File: src/rtl/tile_ram_arbiter.sv
// tile_ram_arbiter: 4-cycle slot arbiter for the tile-map RAM (VGA read, game write, full-map clear).
// Optional `TILE_ARB_GRID_EN overlays 12'h222 grid lines on tile edges.
module tile_ram_arbiter #(
  parameter int TILE_SHIFT = 4,
  parameter int MAP_W = 40,
  parameter int MAP_H = 30,
  parameter int ADDR_W = 11,
  parameter int COLOUR_W = 12
) (
  input  logic                clk,
  input  logic                rst_n,
  input  logic [9:0]          pix_x,
  input  logic [9:0]          pix_y,
  output logic [COLOUR_W-1:0] pix_colour,
  input  logic                wr_req,
  input  logic [ADDR_W-1:0]   wr_addr,
  input  logic [COLOUR_W-1:0] wr_data,
  output logic                wr_ack,
  input  logic                clear_start,
  input  logic [COLOUR_W-1:0] clear_colour,
  output logic                clear_busy,
  output logic [ADDR_W-1:0]   ram_addr,
  output logic                ram_we,
  output logic [COLOUR_W-1:0] ram_wdata,
  input  logic [COLOUR_W-1:0] ram_rdata
);
  localparam int TILES = MAP_W * MAP_H;
  localparam logic [ADDR_W-1:0] LAST = ADDR_W'(TILES - 1);
  typedef enum logic {IDLE, CLEAR} state_t;
  state_t state, state_nx;
  logic [1:0] ph;
  logic [9:0] col, row;
  logic [ADDR_W-1:0] rd_addr, ptr;
  logic [COLOUR_W-1:0] colour, tile_colour;
  logic in_map, oob, slot, blocked, grant, clr_wr, accept, wr_ok;
  assign col = pix_x >> TILE_SHIFT;
  assign row = pix_y >> TILE_SHIFT;
  assign in_map = 32'(col) < MAP_W && 32'(row) < MAP_H;
  // row*40 built as (row<<5)+(row<<3)
  assign rd_addr = (ADDR_W'(row) << 5) + (ADDR_W'(row) << 3) + ADDR_W'(col);
  // slot is true on the edges that open write slots 2 and 3
  assign slot = ph == 2'd1 || ph == 2'd2;
  assign grant = state == IDLE && slot && wr_req && !blocked;
  assign clr_wr = state == CLEAR && slot;
  assign accept = state == IDLE && clear_start;
  assign wr_ok = 32'(wr_addr) < TILES;
  always_comb begin
    state_nx = state;
    state_nx = accept ? CLEAR : (clr_wr && ptr == LAST) ? IDLE : state;
  end
`ifdef TILE_ARB_GRID_EN
  logic grid;
  always_ff @(posedge clk or negedge rst_n)
    if (!rst_n) grid <= 1'b0;
    else if (ph == 2'd3) grid <= in_map && (pix_x[TILE_SHIFT-1:0] == '0 || pix_y[TILE_SHIFT-1:0] == '0);
  assign tile_colour = oob ? '0 : grid ? COLOUR_W'(12'h222) : ram_rdata;
`else
  assign tile_colour = oob ? '0 : ram_rdata;
`endif
  always_ff @(posedge clk or negedge rst_n)
    if (!rst_n) begin
      ph <= '0;
      state <= IDLE;
      pix_colour <= '0;
      ram_addr <= '0;
      ram_we <= 1'b0;
      ram_wdata <= '0;
      wr_ack <= 1'b0;
      clear_busy <= 1'b0;
      ptr <= '0;
      colour <= '0;
      blocked <= 1'b0;
      oob <= 1'b0;
    end else begin
      ph <= ph + 2'd1;
      state <= state_nx;
      clear_busy <= state == CLEAR || state_nx == CLEAR;
      wr_ack <= grant;
      ram_we <= clr_wr || (grant && wr_ok);
      if (slot) blocked <= grant;
      if (accept) begin
        ptr <= '0;
        colour <= clear_colour;
      end else if (clr_wr) ptr <= ptr + ADDR_W'(1);
      if (ph == 2'd3) begin
        ram_addr <= in_map ? rd_addr : '0;
        oob <= !in_map;
      end else if (clr_wr || grant) begin
        ram_addr <= clr_wr ? ptr : wr_addr;
        ram_wdata <= clr_wr ? colour : wr_data;
      end
      if (ph == 2'd1) pix_colour <= tile_colour;
    end
endmodule

File: config.mk
export PLATFORM = sky130hd
export DESIGN_NAME = tile_ram_arbiter
export DESIGN_NICKNAME = d
export VERILOG_FILES = /design/src/rtl/tile_ram_arbiter.sv
export SDC_FILE = /design/constraint.sdc
export NUM_CORES = 1
export LEC_CHECK = 0
export ABC_CLOCK_PERIOD_IN_PS = 1600
export CORE_MARGIN = 1.5
export CORE_UTILIZATION = 42
export DETAILED_ROUTE_END_ITERATION = 10
export PLACE_DENSITY = 0.79
export SETUP_SLACK_MARGIN = 0.05
export SLEW_MARGIN = 5
export SYNTH_ARGS = -nofsm -noshare
export SYNTH_HDL_FRONTEND = slang
export SYNTH_SLANG_ARGS = --single-unit
File: constraint.sdc
create_clock -name clk -period 1.6 [get_ports clk]
set_input_delay 0.32 -clock clk [delete_from_list [all_inputs] [get_ports clk]]
set_output_delay 0.32 -clock clk [all_outputs]
set_load 0.005 [all_outputs]
# == Word-level counts from Yosys, hierarchy flattened ==
# Cells that the tools add are included.
# totals
reg_bits,66
in_bits,71
out_inout_bits,38
word_cells,52
# op_classes
add_sub_neg,4
magnitude_cmp,3
eq_ne,4
muxes,10
bitwise,2
reduce_logical,17
# ops
op,count
11-bit two-way mux,6
12-bit two-way mux,2
11-bit by 1-bit adder with 11-bit output (second input constant),1
11-bit by 6-bit adder with 11-bit output,1
11-bit by 9-bit adder with 11-bit output,1
11-bit == test (second input constant),1
11-bit less-than comparator (second input constant),1
1-bit logical AND,8
6-bit by 5-bit less-than comparator with 1-bit output (second input constant),1
6-bit less-than comparator (second input constant),1
2-bit == test (second input constant),2
1-bit logical OR,4
2-bit nonzero test,2
2-bit by 1-bit adder with 2-bit output (second input constant),1
2-bit by 1-bit == test with 1-bit output (second input constant),1
1-bit logical NOT,2
1-bit two-way mux,2
1-bit NOT,2
2-bit AND reduction,1

# == Depth between registers and ports, before layout ==
# Gate-level depths: netlist of the first run.
# logic_depth
word_depth,8
ltp_mapped,9

# == Worst setup path after synthesis of the first run ==
# Ideal clock, no wire load.
# synth_timing
kind,input to register
start,input port pix_x[9]
end,register ram_addr[9]
setup_time_ns,0.128
t_arrival_ns,1.957
t_required_ns,1.472
path_slack_ns,-0.485
stages,9
path_buffers,0
path_cell_list,inv_1 -> fa_1 -> inv_1 -> ha_1 -> a211oi_1 -> o21bai_1 -> a21oi_1 -> xor2_1 -> o21ai_0
# synth_via
elab_chain_len,4
# synth_lines
item,line,rtl
start: declaration,12,"input logic [9:0] pix_x,"
branches (longest 2 deep; another with 11-bit by 6-bit adder with 11-bit output),-,
11-bit two-way mux (*),86,ram_addr <= in_map ? rd_addr : '0;
11-bit two-way mux (*),85,if (ph == 2'd3) begin
end signal: assignment,86,
end signal: assignment,89,ram_addr <= clr_wr ? ptr : wr_addr;
end: declaration,22,"output logic [ADDR_W-1:0] ram_addr,"
# Mark *: on every way between the ends.
# A chain may end at the register's enable or synchronous reset.

# == Worst setup path in the final report of the first run ==
# layout_timing
start,input port pix_x[9]
end,register ram_addr[10]
# Same word-level chain as after synthesis.

==> results of run 1 <==
## metal layers
| layer | GRT usage | vias up | wire [microns] |
|---|---|---|---|
| li1 | - | 1525 | - |
| met2 | 0.3738 | 76 | 4713 |
| met4 | 0.08594 | 0 | 187 |
| met5 | 0 | - | 0 |
| met1 | 0.2792 | 1518 | 3982 |
| met3 | 0.03400 | 15 | 282 |
## through the flow
step	TNS, ps	instances	setup WS, ps
2_1_floorplan	-1604	366	-358.2
3_3_place_gp	-10350	585	-1008
3_5_place_dp	-11120	585	-1082
4_1_cts	-1364	606	-311.2
5_1_grt	-2071	613	-255.8
6_report	-1144	613	-187.6
## timing repair
action | CTS | global route
setup buffers | 4 | 10
gates cloned | 2 | 0
pin swaps | 25 | 21
endpoints found under the setup margin | 40 | 50
resized for setup | 83 | 44
hold endpoints to repair | 44 | 0
hold buffers | 1 | 0
## how the worst max path moves through the flow
stage | start | endpoint | slack [ps] | cells after the start
2_1_floorplan | pix_y[6] | ram_addr[10] | -360 | 8
3_3_place_gp | pix_y[6] | ram_addr[10] | -1010 | 9
4_1_cts | pix_y[6] | ram_addr[10] | -310 | 9
6_report | pix_x[9] | ram_addr[10] | -190 | 9
3_5_place_dp | pix_y[6] | ram_addr[10] | -1080 | 9
5_1_grt | pix_x[9] | ram_addr[10] | -260 | 9
## worst reg2reg max path, cell delays in order, from the launching register on
cell     delay (ps)
dfrtp_1         390
inv_2            70
ha_4            200
and2b_4         310
buf_6           150
mux2i_1         220
nor3_1           60
a21oi_1         110
o21ai_1          80
## cells by family after synthesis
logic type	synth area share
xor gates and xnor gates	0.01591
muxes	0.009095
adders and majority gates	0.06518
AOI/OAI and AO/OA	0.1451
and+or+nand+nor	0.2130
buffers and inverters	0.05154
DFF	0.5002
## cell type report
cell class | instances | area [sq um]
clock buffer | 10 | 137.6
clock inverter | 6 | 88.84
fill | 602 | 2364
inverter | 25 | 106.4
multi-input combinational | 258 | 1778
sequential | 66 | 1652
tap | 102 | 127.6
timing repair buffer | 146 | 1434
## placed cells by master (no fill, tap or decap), types with 4 or more instances in the layout
cell and n:
clkdlybuf4s50_1 70, nor2_1 23, clkbuf_8 10, a21oi_1 12, dlygate4sd2_1 7, a31oi_1 16
a221o_1 6, ha_4 9, buf_6 7, buf_4 37, nand2_2 5, o21ai_1 12
ha_1 4, nand3b_1 12, inv_2 5, o21ai_0 14, dlymetal6s2s_1 16, inv_1 17
dfrtp_1 66, nand2_1 82, a21oi_2 8
## where the power goes
group / leakage [nW] / internal, mW / total [mW] / switching [mW]
combinational: 1.64 / 0.862 / 1.52 / 0.663
sequential: 0.839 / 1.93 / 2.21 / 0.275
clock: 0.109 / 0.922 / 1.59 / 0.667
## registers in the layout, indices dropped and copies added (netlist names)
name        cells
wr_ack          1
blocked         1
ram_wdata      12
ptr            11
pix_colour     12
ram_we          1
ph              2
ram_addr       11
clear_busy      1
colour         12
oob             1
state           1
==> impl_metrics.tcl, run 1 <==
set metrics [dict create \
    outcome "finished, violations left" \
    violations "setup timing" \
    core_sq_um 7687 \
    r2r_end "ram_addr[9]" \
    setup_slack_ps -187.6 \
    path_common_cell "fa_2" \
    start_kind "input port" \
    synth_commonest_cells "nand2_1, dfrtp_1, o21ai_0" \
    cap_violations 0 \
    holdPathStages 3 \
    tightest_slew_ps 380.3 \
    end_kind "flip-flop" \
    synthDistinctLibCells 41 \
    min-delay-start "pix_y[4]" \
    path_clk_slew_ps 70 \
    fmax_mhz 559.4 \
    drv_slew 0 \
    cp_cell_sequence "buf_8, inv_4, fa_2, fa_2, nor2b_2, o31a_1, o21ai_1, nand2b_1, a221o_1" \
    syn_area_sq_um 3302 \
    fp.dieW_microns 91.67 \
    syn-mean-instance-area_sq_um 9.022 \
    fin_hold_ws_ps 434.5 \
    grt_overflow 0 \
    die_h_microns 91.67 \
    final_area_sq_um 5324 \
    grt_pass1_vias 3125 \
    cp.arrival_ps 2010 \
    slowest_delay_ps 580 \
    hold_viol 0 \
    r2r-start "ph[1]" \
    crit_family "adder cells" \
    cts.sink_count 66 \
    power_density_nw_per_um2 1000 \
    root_buffer "clkbuf_8" \
    grt_max_degree 67 \
    ioPinCount 109 \
    grt_pass1_wl_microns 14630 \
    rows 32 \
    finalNetCount 593 \
    critical_path_required_ps 1830 \
    ant_nets 0 \
    clock_latency_ps 340 \
    synth_seq_cells 66 \
    min_path_type "input port to flip-flop" \
    criticalPathCategory "input port to flip-flop" \
    final_util 0.6925 \
    finalClockSkew_ps 10.38 \
    drc 0 \
    seq_area_frac_synth 0.5002 \
    min_to "ram_addr[3]" \
    yosysWarnings 0 \
    htreeDepth 3 \
    place_hpwl_microns 6121 \
    drt_iter0_drc 127 \
    diodes 0 \
    yosysTopAreaCell "dfrtp_1" \
    layout_min_cycle_time_ps 1788 \
    p_leak_nw 2.586 \
    post_dp_cell_area_sq_um 4727 \
    gp_congestion 0.8514 \
    rr_worst_depth 8 \
    drive_gt1_frac 0.2368 \
    firstDrtPassIters 4 \
    ir_drop_mv 0.6881 \
    path_buf_inv 2 \
    start_util 0.4295 \
    via_per_inst 5.113 \
    finalSetupViolations 13 \
    fp.dieArea_sq_um 8402 \
    synthCells 366 \
    clockBufferDepth 2 \
    cp_max_fo 2 \
    io_buffers 100 \
    power_mw 5.324 \
    rsz0062_at_grt "true" \
    finalWirelength_microns 9165 \
    cts_made_buffers 9 \
    synth-edff-count 0 \
    grt.total_usage 0.2191 \
    vias 3134 \
    cts_tree "built" \
    synthArstFlopShare 1.000 \
    synth_most_common_cell "nand2_1" \
    slew_headroom 0.7443 \
    period_share 1.117 \
    antenna_found_initial 0 \
    ys.flop_type "dfrtp_1" \
    post_drt_wl_per_cell_microns 14.95 \
    area_growth_pct 61.24 \
    synth_area_leaders "dfrtp_1, nand2_1, ha_1" \
    cp_slowest_cell "fa_2" \
    syn_nets 453 \
    r2r_setup_slack_ps -100 \
    yosysTopAreaCellShare 0.5002 \
]
No activity file was read; power rests on OpenSTA's default activity.
==> run 2: changes to the inputs <==
Settings changed: CORE_UTILIZATION 42 to 57, DONT_BUFFER_PORTS set to 1, PLACE_DENSITY 0.79 to 0.77.
==> run 2 against run 1 <==
Compared with the run above: the flow finishes with violations (hold timing, setup timing); first-iteration DRC count rose by 7.9%; sequential share of layout area increased by 8.3 points; via count decreased by 9.9%; power shrank 11%; combinational power decreased by 29%; worst setup slack improved by 52 ps; core utilization increased by 6.5 points; largest cell class unchanged; largest power group unchanged.
==> impl_metrics.tcl, run 2 (synthesis gave the netlist of run 1 again) <==
set metrics [dict create \
    period_share 1.085 \
    ant_nets 0 \
    post_drt_wl_per_cell_microns 18.01 \
    diodes 0 \
    finalNetCount 488 \
    final_cells 477 \
    clock_latency_ps 340 \
    ioPinCount 109 \
    grt_pass1_wl_microns 13420 \
    cp.arrival_ps 1960 \
    start_util 0.5960 \
    core_sq_um 5540 \
    finalClockSkew_ps 9.736 \
    grt.total_usage 0.2859 \
    htreeDepth 3 \
    rr_worst_depth 8 \
    dp_cells 447 \
    setup_slack_ps -135.9 \
    power_density_nw_per_um2 1128 \
    root_buffer "clkbuf_8" \
    rows 27 \
    hold_viol 66 \
    vias 2825 \
    fp.dieArea_sq_um 6258 \
    slew_headroom 0.6537 \
    via_per_inst 5.922 \
    cp_max_fo 6 \
    cts.sink_count 66 \
    cts_tree "built" \
    drive_gt1_frac 0.2519 \
    io_buffers 0 \
    criticalPathCategory "flip-flop to flip-flop" \
    area_growth_pct 27.09 \
    clockBufferDepth 2 \
    end_kind "flip-flop" \
    drt_iter0_drc 137 \
    final_area_sq_um 4197 \
    fin_hold_ws_ps -332.0 \
    rsz0062_at_grt "true" \
    finalWirelength_microns 8591 \
    critical_path_required_ps 1820 \
    outcome "finished, violations left" \
    post_dp_cell_area_sq_um 3646 \
    grt_max_degree 67 \
    die_h_microns 79.11 \
    antenna_found_initial 0 \
    fmax_mhz 576.1 \
    r2r_setup_slack_ps -140 \
    place_ws_ps -502.7 \
    cap_violations 0 \
    start_kind "flip-flop" \
    ir_drop_mv 0.8087 \
    place_hpwl_microns 5472 \
    firstDrtPassIters 4 \
    min_path_type "input port to asynchronous set/reset pin" \
    cts_made_buffers 9 \
    drv_slew 0 \
    r2r_end "ptr[7]" \
    grt_overflow 0 \
    layout_min_cycle_time_ps 1736 \
    finalSetupViolations 20 \
    p_leak_nw 1.929 \
    fp.dieW_microns 79.11 \
    violations "hold timing, setup timing" \
    r2r-start "ph[1]" \
    top_regs "colour: 12 flops, pix_colour: 12 flops, ram_wdata: 12 flops" \
    drc 0 \
    path_clk_slew_ps 70 \
    layout_commonest_cell "nand2_1" \
    tightest_slew_ps 519.4 \
    layout_common_cells "nand2_1, dfrtp_1, buf_4" \
    grt_pass1_vias 2845 \
    gp_congestion 0.8526 \
]
[run 2: cell types whose count changed in the layout (fill, tap and decap cells not counted), sizes merged, moves of 7 or more]
cell and delta:
dlygate4sd2 -7, dlymetal6s2s -16, buf -10, clkdlybuf4s50 -70
[run 2: repair_timing]
item | 4_1_cts | 5_1_grt
gates resized for setup | 55 | 11
hold endpoints to repair | 66 | 66
pin swaps | 19 | 13
gates cloned | 3 | 2
setup buffers | 8 | 2
endpoints found under the setup margin | 35 | 35
[run 2: area by class of cell]
type / count / area [sq um]
inverter: 25 / 111.4
clock inverter: 5 / 55.05
tap: 72 / 90.09
fill: 375 / 1344
sequential: 66 / 1652
multi-input combinational: 257 / 1708
timing repair buffer: 42 / 442.9
clock buffer: 10 / 137.6
[run 2: worst max-delay path by stage]
stage                              end  slack, ps  startpoint  cells past startpoint
final                           ptr[7]       -140       ph[1]                      8
after global routing            ptr[9]       -190       ph[1]                      6
after CTS                  ram_addr[9]       -110    pix_y[4]                      9
after detailed placement   ram_addr[9]       -500    pix_y[6]                      9
after global placement    ram_addr[10]       -390    pix_y[6]                      8
after floorplan           ram_addr[10]       -360    pix_y[6]                      8
[run 2: metrics by stage]
step                total power [mW]  TNS, ps    util
floorplan                      2.870    -1604       -
global route                   4.960    -2954  0.7575
finish                         4.735    -1677  0.7575
CTS                            4.679    -1141  0.7398
global placement               3.101    -3678  0.6581
detailed placement             3.162    -4532  0.6581
[run 2: power breakdown]
part / internal (mW) / leakage [nW] / switching (mW)
clock network: 0.747 / 0.0941 / 0.628
registers: 1.94 / 0.839 / 0.347
logic: 0.552 / 0.996 / 0.525
[run 2: critical path: stages (launching register included)]
cell	delay (ps)
dfrtp_1	380
inv_2	70
ha_4	200
and2b_4	310
nand4_4	150
buf_6	170
nor2_4	100
nand3_2	90
mux2i_1	140
[run 2: routing by layer]
metal  GRT usage  wire length [microns]  share of wire  vias to the layer above
met3     0.06552                    546          0.064                       30
li1            -                      -              -                     1311
met1      0.3453                   3516           0.41                     1372
met5           0                      0              0                        -
met2      0.4667                   4210           0.49                      112
met4      0.1702                    318          0.037                        0
==> run 3: changes to the inputs <==
Settings changed: CORE_UTILIZATION 57 to 59, CTS_BUF_LIST set to sky130_fd_sc_hd__clkbuf_8, GPL_ROUTABILITY_DRIVEN set to 0, PLACE_DENSITY 0.77 to 0.8.
==> run 3 against run 2 <==
Compared with the run above: the flow still finishes with violations (hold timing, setup timing); sequential share of layout area is 0.87 points lower; cell count fell by 1.0%; global-route usage shrank 0.13 points; die area down 3.3%; design area is 2.3% higher; largest cell class unchanged; largest power group unchanged.
==> impl_metrics.tcl, run 3 (synthesis gave the netlist of run 1 again) <==
set metrics [dict create \
    outcome "finished, violations left" \
    violations "hold timing, setup timing" \
    cp_slowest_cell "dfrtp_1" \
    finalNetCount 482 \
    r2r-start "ph[1]" \
    tightest_slew_ps 534.3 \
    fp.dieArea_sq_um 6054 \
    criticalPathCategory "flip-flop to flip-flop" \
    cp_max_fo 5 \
    p_leak_nw 1.978 \
    io_buffers 0 \
    layout_min_cycle_time_ps 1797 \
    cts_tree "built" \
    finalClockSkew_ps 9.140 \
    die_h_microns 77.81 \
    cap_violations 0 \
    place_ws_ps -456.1 \
    p_comb_frac 0.237 \
    fp.dieW_microns 77.81 \
    r2r_end "ptr[7]" \
    start_kind "flip-flop" \
    firstDrtPassIters 6 \
    via_per_inst 6.148 \
    power_mw 5.041 \
    clockBufferDepth 2 \
    htreeDepth 3 \
    rr_worst_depth 8 \
    layout_commonest_cell "nand2_1" \
    slew_headroom 0.6388 \
    switchingPower_mw 1.613 \
    drt_iter0_drc 210 \
    drv_slew 0 \
    r2r_setup_slack_ps -200 \
    cp.arrival_ps 2020 \
    regArea_sq_um 1652 \
    ant_nets 0 \
    power_density_nw_per_um2 1175 \
    start_util 0.6071 \
    final_cells 472 \
    finalWirelength_microns 8919 \
    hold_viol 66 \
    grt_pass1_vias 2709 \
    grt_overflow 0 \
    dp_cells 448 \
    netSwitchingFraction 0.3200 \
    drive_gt1_frac 0.2900 \
    path_buf_inv 2 \
    slowest_delay_ps 400 \
    min_path_type "input port to asynchronous set/reset pin" \
    period_share 1.123 \
    path_clk_slew_ps 80 \
    seqPwrFrac 0.450 \
    end_kind "flip-flop" \
    fin_hold_ws_ps -337.1 \
    critical_path_required_ps 1820 \
    power_frac_clock 0.313 \
    vias 2902 \
    finalSetupViolations 19 \
    multi_input_comb_area_sq_um 1815 \
    cp_cell_sequence "inv_2, ha_4, and2b_4, nand4_4, buf_6, nor2_4, nand3_2, mux2i_1" \
    internal_power_mw 3.428 \
    grt_pass1_wl_microns 13200 \
    cts.sink_count 66 \
    ir_drop_mv 0.7433 \
    post_drt_wl_per_cell_microns 18.90 \
    grt.total_usage 0.2846 \
    setup_slack_ps -196.5 \
    root_buffer "clkbuf_8" \
    grt_max_degree 67 \
    crit_family "simple AND/OR/NAND/NOR gates" \
    area_growth_pct 29.97 \
    fmax_mhz 556.6 \
    place_hpwl_microns 5410 \
    ioPinCount 109 \
    rsz0062_at_grt "true" \
    fill_cells 336 \
    top_regs "colour: 12 flops, pix_colour: 12 flops, ram_wdata: 12 flops" \
    core_sq_um 5439 \
    clock_latency_ps 350 \
    drc 0 \
    layout_common_cells "nand2_1, dfrtp_1, nor2_1" \
    cts_made_buffers 9 \
    diodes 0 \
    rows 27 \
    antenna_found_initial 0 \
]
run 3: cell count changes in the layout (fill, tap and decap cells not counted), moves of 2 or more:
| cell | delta |
|---|---|
| nand2_4 | +6 |
| nand2_1 | -10 |
| a21oi_2 | +2 |
| inv_6 | +2 |
| clkinvlp_4 | -2 |
| buf_4 | -7 |
| a21oi_1 | -2 |
| nand2_2 | +4 |
| buf_6 | +3 |
| clkinv_4 | +2 |
run 3: timing repair:
item                                    in CTS  in global routing
endpoints found under the setup margin      35                 33
endpoints found under the hold margin       66                 66
pin swaps                                   16                 35
gates resized for setup                     37                 56
gates cloned                                 2                  2
buffers inserted                             4                  4
run 3: area by class of cell:
class                   instances  area share
inverters                      25     0.02478
well taps                      72     0.02099
repair buffers                 36     0.09417
flip-flops and latches         66      0.3848
clock buffers                   9     0.02886
clock inverters                 7     0.02332
multi-input cells             257      0.4230
run 3: worst max-delay path by stage:
stage          depth (start not counted)      from           end  slack, ps
2_1_floorplan                          8  pix_y[6]  ram_addr[10]       -360
4_1_cts                                8  pix_y[6]  ram_addr[10]        -80
3_5_place_dp                           9  pix_y[6]  ram_addr[10]       -460
6_report                               8     ph[1]        ptr[7]       -200
3_3_place_gp                           8  pix_y[6]  ram_addr[10]       -390
5_1_grt                                8     ph[1]        ptr[7]       -260
run 3: power groups by stage:
stage / Sequential (mW) / Combinational (mW) / Clock (mW)
2_1_floorplan: 2.18 / 0.690 / 0
3_3_place_gp: 2.23 / 0.896 / 0
3_5_place_dp: 2.25 / 0.943 / 0
4_1_cts: 2.22 / 1.04 / 1.61
5_1_grt: 2.30 / 1.31 / 1.67
6_report: 2.27 / 1.19 / 1.58
run 3: worst register-to-register path: cells and delay by family (launching register included):
| kind | cells | cell delay (ps) |
|---|---|---|
| and+or+nand+nor | 4 | 690 |
| DFF | 1 | 400 |
| buffers and inverters | 2 | 240 |
| adders and majority gates | 1 | 210 |
| muxes | 1 | 150 |
run 3: layer usage:
metal | wire (microns) | GRT usage
met4 | 249 | 0.1673
met3 | 610 | 0.05412
met1 | 3451 | 0.3584
met2 | 4608 | 0.4557
met5 | 0 | 0
run 3: per-stage QoR:
| step | area, sq um | TNS, ps | hold WS [ps] | util |
|---|---|---|---|---|
| after floorplan | 3405 | -1604 | 24.41 | - |
| final | 4292 | -1098 | -337.1 | 0.7891 |
| after detailed placement | 3654 | -3819 | 25.50 | 0.6717 |
| after global placement | 3654 | -3177 | 26.11 | 0.6717 |
| after global routing | 4292 | -2866 | -351.0 | 0.7891 |
| after CTS | 4040 | -479.2 | -352.6 | 0.7428 |
